==> src/rtl/fifo_pkg.sv <==
// -----------------------------------------------------------------------------
// fifo_pkg
//   Shared definitions for the FIFO read-side drain engine.
//
//   Contents:
//     DATA_W_DEF / ADDR_W_DEF : default word width and FIFO address width
//     drain_state_t           : drain engine FSM states
//     ptr_t                   : FIFO pointer / counter type (ADDR_W_DEF+1 bits)
// -----------------------------------------------------------------------------
package fifo_pkg;

    localparam int DATA_W_DEF = 8;
    localparam int ADDR_W_DEF = 5;

    typedef enum logic [1:0] {
        IDLE  = 2'd0,
        DRAIN = 2'd1,
        FLUSH = 2'd2,
        DONE  = 2'd3
    } drain_state_t;

    // One bit wider than the address so a full FIFO's worth can be counted.
    typedef logic [ADDR_W_DEF:0] ptr_t;

endpackage

==> src/rtl/fifo_skid2.sv <==
// -----------------------------------------------------------------------------
// fifo_skid2
//   Two-entry in-order skid buffer between the storage read port and the
//   downstream valid/ready interface.
//
//   Ports:
//     clk        in   clock, rising edge
//     rst        in   asynchronous active-low reset
//     push       in   write push_data this cycle
//     push_data  in   word to write
//     pop        in   head consumed this cycle (only when valid)
//     occ        out  number of stored words (0..2)
//     head       out  oldest stored word; stable until popped
//     valid      out  occ != 0
// -----------------------------------------------------------------------------
module fifo_skid2
    import fifo_pkg::*;
#(
    parameter int DATA_W = DATA_W_DEF
) (
    input  logic              clk,
    input  logic              rst,
    input  logic              push,
    input  logic [DATA_W-1:0] push_data,
    input  logic              pop,
    output logic [1:0]        occ,
    output logic [DATA_W-1:0] head,
    output logic              valid
);

    logic [1:0]        occ_q,  occ_d;
    logic [DATA_W-1:0] head_q, head_d;
    logic [DATA_W-1:0] tail_q, tail_d;

    always_comb begin
        occ_d  = occ_q;
        head_d = head_q;
        tail_d = tail_q;
        case ({push, pop})
            2'b10: begin
                // Fill head first so the oldest word is always in head_q.
                if (occ_q == 2'd0) begin
                    head_d = push_data;
                end else begin
                    tail_d = push_data;
                end
                occ_d = occ_q + 2'd1;
            end
            2'b01: begin
                head_d = tail_q;
                occ_d  = occ_q - 2'd1;
            end
            2'b11: begin
                // Simultaneous push and pop: occupancy unchanged, queue shifts.
                if (occ_q == 2'd2) begin
                    head_d = tail_q;
                    tail_d = push_data;
                end else begin
                    head_d = push_data;
                end
            end
            default: begin
            end
        endcase
    end

    always_ff @(posedge clk or negedge rst) begin
        if (!rst) begin
            occ_q  <= 2'd0;
            head_q <= '0;
            tail_q <= '0;
        end else begin
            occ_q  <= occ_d;
            head_q <= head_d;
            tail_q <= tail_d;
        end
    end

    assign occ   = occ_q;
    assign head  = head_q;
    assign valid = (occ_q != 2'd0);

    // The upstream credit rule keeps at most two words outstanding, so a push
    // into a full buffer without a pop would silently drop data.
    assert property (@(posedge clk) disable iff (!rst)
        !(push && !pop && (occ_q == 2'd2)));

    // Pops are only legal while a word is present.
    assert property (@(posedge clk) disable iff (!rst)
        !(pop && (occ_q == 2'd0)));

endmodule

==> src/rtl/fifo_drain_ctrl.sv <==
// -----------------------------------------------------------------------------
// fifo_drain_ctrl
//   Read-side engine for the FIFO controller. Issues read strobes while the
//   FIFO is non-empty and downstream credit exists, captures the storage read
//   data one cycle later, and forwards words through a 2-entry skid buffer.
//   Supports counted bursts (burst_len != 0) or drain-until-empty
//   (burst_len == 0), an abort pulse and a sticky underflow error.
//
//   Handshake: a word transfers downstream on every rising edge where
//   out_valid && out_ready; out_data is held stable while out_valid is high and
//   out_ready is low; out_valid never drops without a transfer.
//
//   Ports:
//     clk            in   clock, rising edge
//     rst            in   asynchronous active-low reset (0 = reset)
//     start          in   one-cycle pulse, honoured only in IDLE
//     abort          in   one-cycle pulse, stop issuing reads
//     burst_len      in   words to read, 0 = until empty; sampled on start
//     emp            in   FIFO empty flag
//     underflow      in   FIFO underflow flag
//     rd             out  read strobe to FIFO controller (combinational)
//     rd_data        in   storage data, valid the cycle after rd
//     out_valid      out  downstream data valid
//     out_ready      in   downstream ready
//     out_data       out  downstream data
//     busy           out  engine not idle
//     done           out  one-cycle pulse on burst completion
//     count          out  words delivered in current/last burst
//     err_underflow  out  sticky underflow seen during a drain
//     dbg_state      out  current FSM state
// -----------------------------------------------------------------------------
module fifo_drain_ctrl
    import fifo_pkg::*;
#(
    parameter int DATA_W = DATA_W_DEF,
    parameter int ADDR_W = ADDR_W_DEF
) (
    input  logic              clk,
    input  logic              rst,
    input  logic              start,
    input  logic              abort,
    input  logic [ADDR_W:0]   burst_len,
    input  logic              emp,
    input  logic              underflow,
    output logic              rd,
    input  logic [DATA_W-1:0] rd_data,
    output logic              out_valid,
    input  logic              out_ready,
    output logic [DATA_W-1:0] out_data,
    output logic              busy,
    output logic              done,
    output logic [ADDR_W:0]   count,
    output logic              err_underflow,
    output drain_state_t      dbg_state
);

    localparam logic [ADDR_W:0] CNT_ONE = {{ADDR_W{1'b0}}, 1'b1};

    drain_state_t    state_q,    state_d;
    logic [ADDR_W:0] len_q,      len_d;
    logic [ADDR_W:0] issued_q,   issued_d;
    logic [ADDR_W:0] count_q,    count_d;
    logic            inflight_q, inflight_d;
    logic            err_q,      err_d;

    logic [1:0]      occ;
    logic            skid_valid;
    logic [DATA_W-1:0] skid_head;
    logic            pop;
    logic [2:0]      credit_need;
    logic            credit_ok;
    logic            len_ok;
    logic            drain_exit;

    // -------------------------------------------------------------------------
    // Skid buffer: the word requested last cycle is written unconditionally;
    // the credit rule below guarantees there is room for it.
    // -------------------------------------------------------------------------
    fifo_skid2 #(
        .DATA_W (DATA_W)
    ) u_skid (
        .clk       (clk),
        .rst       (rst),
        .push      (inflight_q),
        .push_data (rd_data),
        .pop       (pop),
        .occ       (occ),
        .head      (skid_head),
        .valid     (skid_valid)
    );

    assign pop = skid_valid && out_ready;

    // Words already committed (stored + in flight) after this cycle's pop.
    // Keeping this below two before issuing a read means the new word always
    // has a slot, while still allowing one read per cycle when out_ready=1.
    assign credit_need = {1'b0, occ} + {2'b00, inflight_q} - {2'b00, pop};
    assign credit_ok   = (credit_need < 3'd2);

    assign len_ok = (len_q == '0) || (issued_q < len_q);

    // -------------------------------------------------------------------------
    // Next-state and output logic
    // -------------------------------------------------------------------------
    always_comb begin
        state_d    = state_q;
        len_d      = len_q;
        issued_d   = issued_q;
        count_d    = count_q;
        err_d      = err_q;
        rd         = 1'b0;
        done       = 1'b0;
        drain_exit = 1'b0;

        // Deliveries can still complete in FLUSH, so count every pop.
        if (pop) begin
            count_d = count_q + CNT_ONE;
        end

        case (state_q)
            IDLE: begin
                if (start) begin
                    len_d    = burst_len;
                    issued_d = '0;
                    count_d  = '0;
                    err_d    = 1'b0;
                    state_d  = DRAIN;
                end
            end

            DRAIN: begin
                rd = !emp && credit_ok && len_ok;
                if (rd) begin
                    issued_d = issued_q + CNT_ONE;
                end
                if (underflow) begin
                    err_d = 1'b1;
                end
                drain_exit = ((len_q != '0) && (issued_q == len_q))
                           || ((len_q == '0) && emp && !rd)
                           || abort
                           || underflow;
                if (drain_exit) begin
                    state_d = FLUSH;
                end
            end

            FLUSH: begin
                // Wait until every requested word has left the skid.
                if (!inflight_q && (occ == 2'd0)) begin
                    state_d = DONE;
                end
            end

            DONE: begin
                done    = 1'b1;
                state_d = IDLE;
            end

            default: begin
                state_d = IDLE;
            end
        endcase

        // A read issued now returns data next cycle.
        inflight_d = rd;
    end

    always_ff @(posedge clk or negedge rst) begin
        if (!rst) begin
            state_q    <= IDLE;
            len_q      <= '0;
            issued_q   <= '0;
            count_q    <= '0;
            inflight_q <= 1'b0;
            err_q      <= 1'b0;
        end else begin
            state_q    <= state_d;
            len_q      <= len_d;
            issued_q   <= issued_d;
            count_q    <= count_d;
            inflight_q <= inflight_d;
            err_q      <= err_d;
        end
    end

    assign out_valid     = skid_valid;
    assign out_data      = skid_head;
    assign busy          = (state_q != IDLE);
    assign count         = count_q;
    assign err_underflow = err_q;
    assign dbg_state     = state_q;

    // done is a single-cycle pulse: DONE always returns to IDLE.
    assert property (@(posedge clk) disable iff (!rst) done |=> !done);

endmodule

==> config.mk <==
export PLATFORM = sky130hd
export DESIGN_NAME = fifo_drain_ctrl
export DESIGN_NICKNAME = d
export VERILOG_FILES = /design/src/rtl/fifo_pkg.sv /design/src/rtl/fifo_skid2.sv /design/src/rtl/fifo_drain_ctrl.sv
export SDC_FILE = /design/constraint.sdc
export NUM_CORES = 1
export LEC_CHECK = 0
export BUFFER_PORTS_ARGS = -buffer_cell sky130_fd_sc_hd__buf_2
export CAP_MARGIN = 40
export CORE_UTILIZATION = 45
export CTS_BUF_LIST = sky130_fd_sc_hd__clkbuf_4 sky130_fd_sc_hd__clkbuf_8 sky130_fd_sc_hd__clkbuf_16
export DETAILED_ROUTE_END_ITERATION = 10
export PLACE_DENSITY = 0.76
export SKIP_LAST_GASP = 1
export SLEW_MARGIN = 20
export SYNTH_ARGS = -nofsm -noshare
export SYNTH_HDL_FRONTEND = slang
export SYNTH_SLANG_ARGS = --single-unit
export TNS_END_PERCENT = 10
==> constraint.sdc <==
create_clock -name clk -period 2.5 [get_ports clk]
set_clock_uncertainty 0.05 [all_clocks]
set_input_delay 0.25 -clock clk [delete_from_list [all_inputs] [get_ports clk]]
set_output_delay 0.25 -clock clk [all_outputs]
set_load 0.05 [all_outputs]
## After elaboration in Yosys (flattened, before gate mapping)

Cells that the tools add are included.

| storage, ports and cells | value |
|---|---|
| input bits | 21 |
| logic and storage cells | 85 |
| output and inout port bits | 21 |
| flip-flop bits (word level) | 40 |

| operators by class | value |
|---|---|
| equal/unequal tests | 16 |
| reductions and logical operators | 30 |
| $lt $le $gt $ge | 2 |
| $add $sub $neg | 6 |
| muxes and demuxes | 22 |

Operator list:

| cell | number |
|---|---|
| $mux 8 | 4 |
| $mux 6 | 5 |
| $pmux 8 s3 | 1 |
| $pmux 8 s2 | 1 |
| $ne 2x2->1 const B | 7 |
| $add 6x1->6 const B | 2 |
| $pmux 6 s2 | 1 |
| $reduce_and 3->1 | 4 |
| $eq 2x2->1 const B | 5 |
| $reduce_bool 2->1 | 5 |
| $pmux 2 s4 | 1 |
| $logic_and 1x1->1 | 7 |
| $eq 6x6->1 | 1 |
| $logic_not 6->1 | 1 |
| $lt 6x6->1 | 1 |
| $mux 2 | 3 |
| $reduce_bool 6->1 | 1 |
| $eq 2x1->1 const B | 2 |
| $logic_not 2->1 | 2 |
| $logic_or 1x1->1 | 4 |
| $mux 1 | 4 |
| $pmux 2 s2 | 1 |
| $reduce_and 2->1 | 2 |
| $add 2x1->3 | 1 |
| other kinds (8) | 10 |

## Longest topological paths before layout

| logic depth | value |
|---|---|
| word-level depth | 13 |
| mapped depth | 10 |

## Modules after synthesis

A second synthesis with hierarchy kept.

| unflattened totals | value |
|---|---|
| cell total of the unflattened synthesis | 229 |
| area total of the unflattened synthesis | 2247.2 µm² |

Modules (own cells, without submodules):

| module | area each (µm²) | times used | sequential area each (µm²) | cells each |
|---|---|---|---|---|
| fifo_drain_ctrl | 1325.0 | 1 | 550.5 | 147 |
| fifo_skid2 | 922.1 | 1 | 450.4 | 82 |

## Worst setup path before layout

OpenSTA, ideal clock, no wires.

| timing | value |
|---|---|
| kind | reg2out |
| start | reg u_skid.occ_q[0] (netlist: u_skid.occ[0]) |
| end | out rd |
| arrival | 2.453 ns |
| path slack | -0.253 ns |
| cell stages (with the launch flop) | 10 |
| data required time | 2.200 ns |
| path buffers | 1 |
| path through | dfrtp_1 nand2b_1 nor2_1 o21ai_0 fa_1 xnor2_1 nand3b_1 a21o_1 buf_6 nor2_1 |

| on the way | value |
|---|---|
| longest elaborated chain between the ends | 7 |
| elaborated cells on any way between the ends | 8 |
| those cells by class | add/sub (2); order compare (1); mux (1); reduce/logical (4) |

RTL lines:

| what | RTL line | text |
|---|---|---|
| start, declared | fifo_skid2.sv:31 | `logic [1:0] occ_q, occ_d;` |
| start signal, assigned | fifo_skid2.sv:69 | `occ_q <= 2'd0;` |
| start signal, assigned | fifo_skid2.sv:73 | `occ_q <= occ_d;` |
| branches (longest 2 deep; another with $add 2x1->3) | -- |  |
| $sub 3x1->3 * | fifo_drain_ctrl.sv:97 | `assign credit_need = {1'b0, occ} + {2'b00, inflight_q} - {2'b00, pop};` |
| $lt 3x2->1 * | fifo_drain_ctrl.sv:98 | `assign credit_ok = (credit_need < 3'd2);` |
| $logic_and 1x1->1 * (2 in a row) | fifo_drain_ctrl.sv:132 | `rd = !emp && credit_ok && len_ok;` |
| $mux 1 * | fifo_drain_ctrl.sv:120 | `case (state_q)` |
| end, declared | fifo_drain_ctrl.sv:45 | `output logic rd,` |

Mark *: on every way between the ends.

## Worst setup path in the final report

Same ends and word-level chain as after synthesis.

==> run metrics <==
via count of the routed design=1734; Iter 0 DRT Violations=62; first-pass GRT wire length=7260 um; CP arrival=2.16 ns; remaining global-route overflow=0; most frequent cells in the layout=40 x dfrtp_1, 40 x buf_2, 31 x nand2_1; total track usage=0.188; HP Class=primary input to register; Synth Instances=213; Inserted Clock Buffers=5; Hold WS=0.106 ns; Final nets=303; Routed wire per std cell=13.2 um; Max Cap Violations=0; TritonCTS clock tree=yes; chip height=70.5 um; clk_lat worst skew=0.29 ns; Leak=1.31 nW; initial core utilization=0.475; gpl congestion=0.811; synthesized area=2110 um2; Slew headroom=0.598; I/O Buffers=41; clock slew at reported path FFs=0.08 ns; FP Rows=24; Antenna Nets Post-Route=0; worst slack, placed=-0.00436 ns; ys async rst share=1.00; Finished Layout Cells=321; M1 WL=1930 um; core area=4440 um2; share of cells above drive strength 1=0.309; Final Hold Viols=0; initial antenna violation count=0; number of synthesized flops with an enable pin=0; WP data required=2.20 ns; Crit Path Class=register to primary output; setup violators final=0; Synthesis Warnings=0; maximum vdd drop=744 uV; Max Clock Freq=406 MHz; top cells by area, synth=dfrtp_1 47%, ha_1 7.7%, nand2_1 5.5%; DPL Wire Length=3090 um; register area share after synthesis=0.474; unrepaired setup endpoints after global routing=true; worst-margin pin slew=0.603 ns; Most used DFF post-synth=dfrtp_1; Placed Cells=307; vias in the first global route=1661; post-synth top area cell=dfrtp_1; drt total wl=4230 um; htree depth=2; status=finished, violations left; Die Area=4970 um2; metal3 WL=191 um; total chip power=0.00303 W; Synth top area share=0.474; failing checks=design-rule violations; Clock Root Buffer=clkbuf_8; Synth cell types=37; clock period minus worst slack=2.46 ns; I/O pin count=42; area delta synth->final=24.2%; register bit total from synthesis=40; diode count=0; critical path capture point type=primary output; Sink Count=40; crit path max fanout=4; CTS Buffer Depth=2; Mean Syn Cell Area=9.90 um2; TritonRoute pass-1 iters=7; power density cells=1160 nW/um2; Residual DRC=8; via/cell ratio=5.40; Worst setup SP type=register; Tcrit/Tclk final=0.985; metal2 WL=2040 um; max-slew violation total from the final report=0; Post-Syn Nets=248; Highest Signal Layer=met4; die width=70.5 um; Final WS setup=0.0379 ns; largest net degree at the start of global routing=22
[registers in the layout (all words and copies together) (netlist names)]
| signal | cells |
|---|---|
| u_skid.head | 8 |
| inflight_q | 1 |
| issued_q | 6 |
| u_skid.tail_q | 8 |
| count | 6 |
| err_underflow | 1 |
| len_q | 6 |
| dbg_state | 2 |
| u_skid.occ | 2 |
[report_power, final]
part | internal (W) | leakage, nW | switching (W)
Sequential | 0.000883 | 0.517 | 0.000157
Combinational | 0.000537 | 0.745 | 0.00103
Clock | 0.000194 | 0.0479 | 0.000231
Total | 0.00161 | 1.31 | 0.00142
[metrics by stage]
step | TNS (ns) | utilization | cell area (um2)
2_1_floorplan | 0 | - | 2120
3_3_place_gp | 0 | 0.541 | 2400
3_5_place_dp | -0.00436 | 0.547 | 2430
4_1_cts | -0.00948 | 0.586 | 2610
5_1_grt | -0.110 | 0.590 | 2620
6_report | 0 | 0.590 | 2620
[Yosys cell counts, types with 2 or more instances]
master / count
nor3_1: 3
nand3_1: 11
clkbuf_1: 3
ha_1: 13
buf_2: 2
o221ai_1: 3
xnor2_1: 4
mux2i_1: 9
a21oi_2: 2
o21ai_0: 19
or3_1: 2
nand4_1: 2
or4_1: 3
o21ai_1: 2
mux2_2: 9
a21oi_1: 8
nand2_1: 31
xor2_1: 3
inv_1: 15
and2_1: 2
nor2_1: 12
dfrtp_1: 40
[final cells by class]
class,count,area (um2)
fill,390,1820
sequential,40,1000
inverter,15,56.3
multi-input combinational,151,1070
tap,52,65.1
timing repair buffer,55,343
clock buffer,5,68.8
clock inverter,3,18.8
[logic make-up (layout without fill, tap and decap cells)]
logic type	count (synthesis)	in the layout	synth area share
buffers and inverters	22	78	0.0445
muxes	18	18	0.0908
xor gates and xnor gates	7	7	0.0291
DFF	40	40	0.474
AOI/OAI and AO/OA	41	41	0.118
and+or+nand+nor	71	71	0.157
adders and majority gates	14	14	0.0866
[metal layers]
layer  up-vias  GRT usage
met5         -          0
met4         0     0.0771
met3         7     0.0418
met2        48      0.309
met1       830      0.239
li1        849          -
[path summary, 6_finish.rpt]
check,startpoint,endpoint,slack [ns],cells past startpoint
setup reg to reg,u_skid.occ[0],issued_q[5],0.05,9
max in group asynchronous,rst,count[0],1.52,3
min in group asynchronous,rst,issued_q[0],0.41,2
hold / removal,burst_len[3],len_q[3],0.11,3
setup / recovery,u_skid.occ[0],rd,0.04,8
hold reg to reg,u_skid.head[0],u_skid.head[0],0.43,2
[worst max-delay path: stages (launching register included)]
cell      delay, ns
dfrtp_1        0.41
nand2b_4       0.16
nor2_4         0.04
buf_4          0.14
fa_2           0.52
nand3b_1       0.11
a21o_4         0.22
nor2_4         0.12
buf_8          0.15
[timing repair]
item	in CTS	in global routing
setup endpoints to repair	4	5
hold buffers	1	0
setup buffers	4	1
pin swaps	6	5
gates resized for setup	13	3
hold endpoints to repair	20	0
Power figures use the tool's default switching activity.
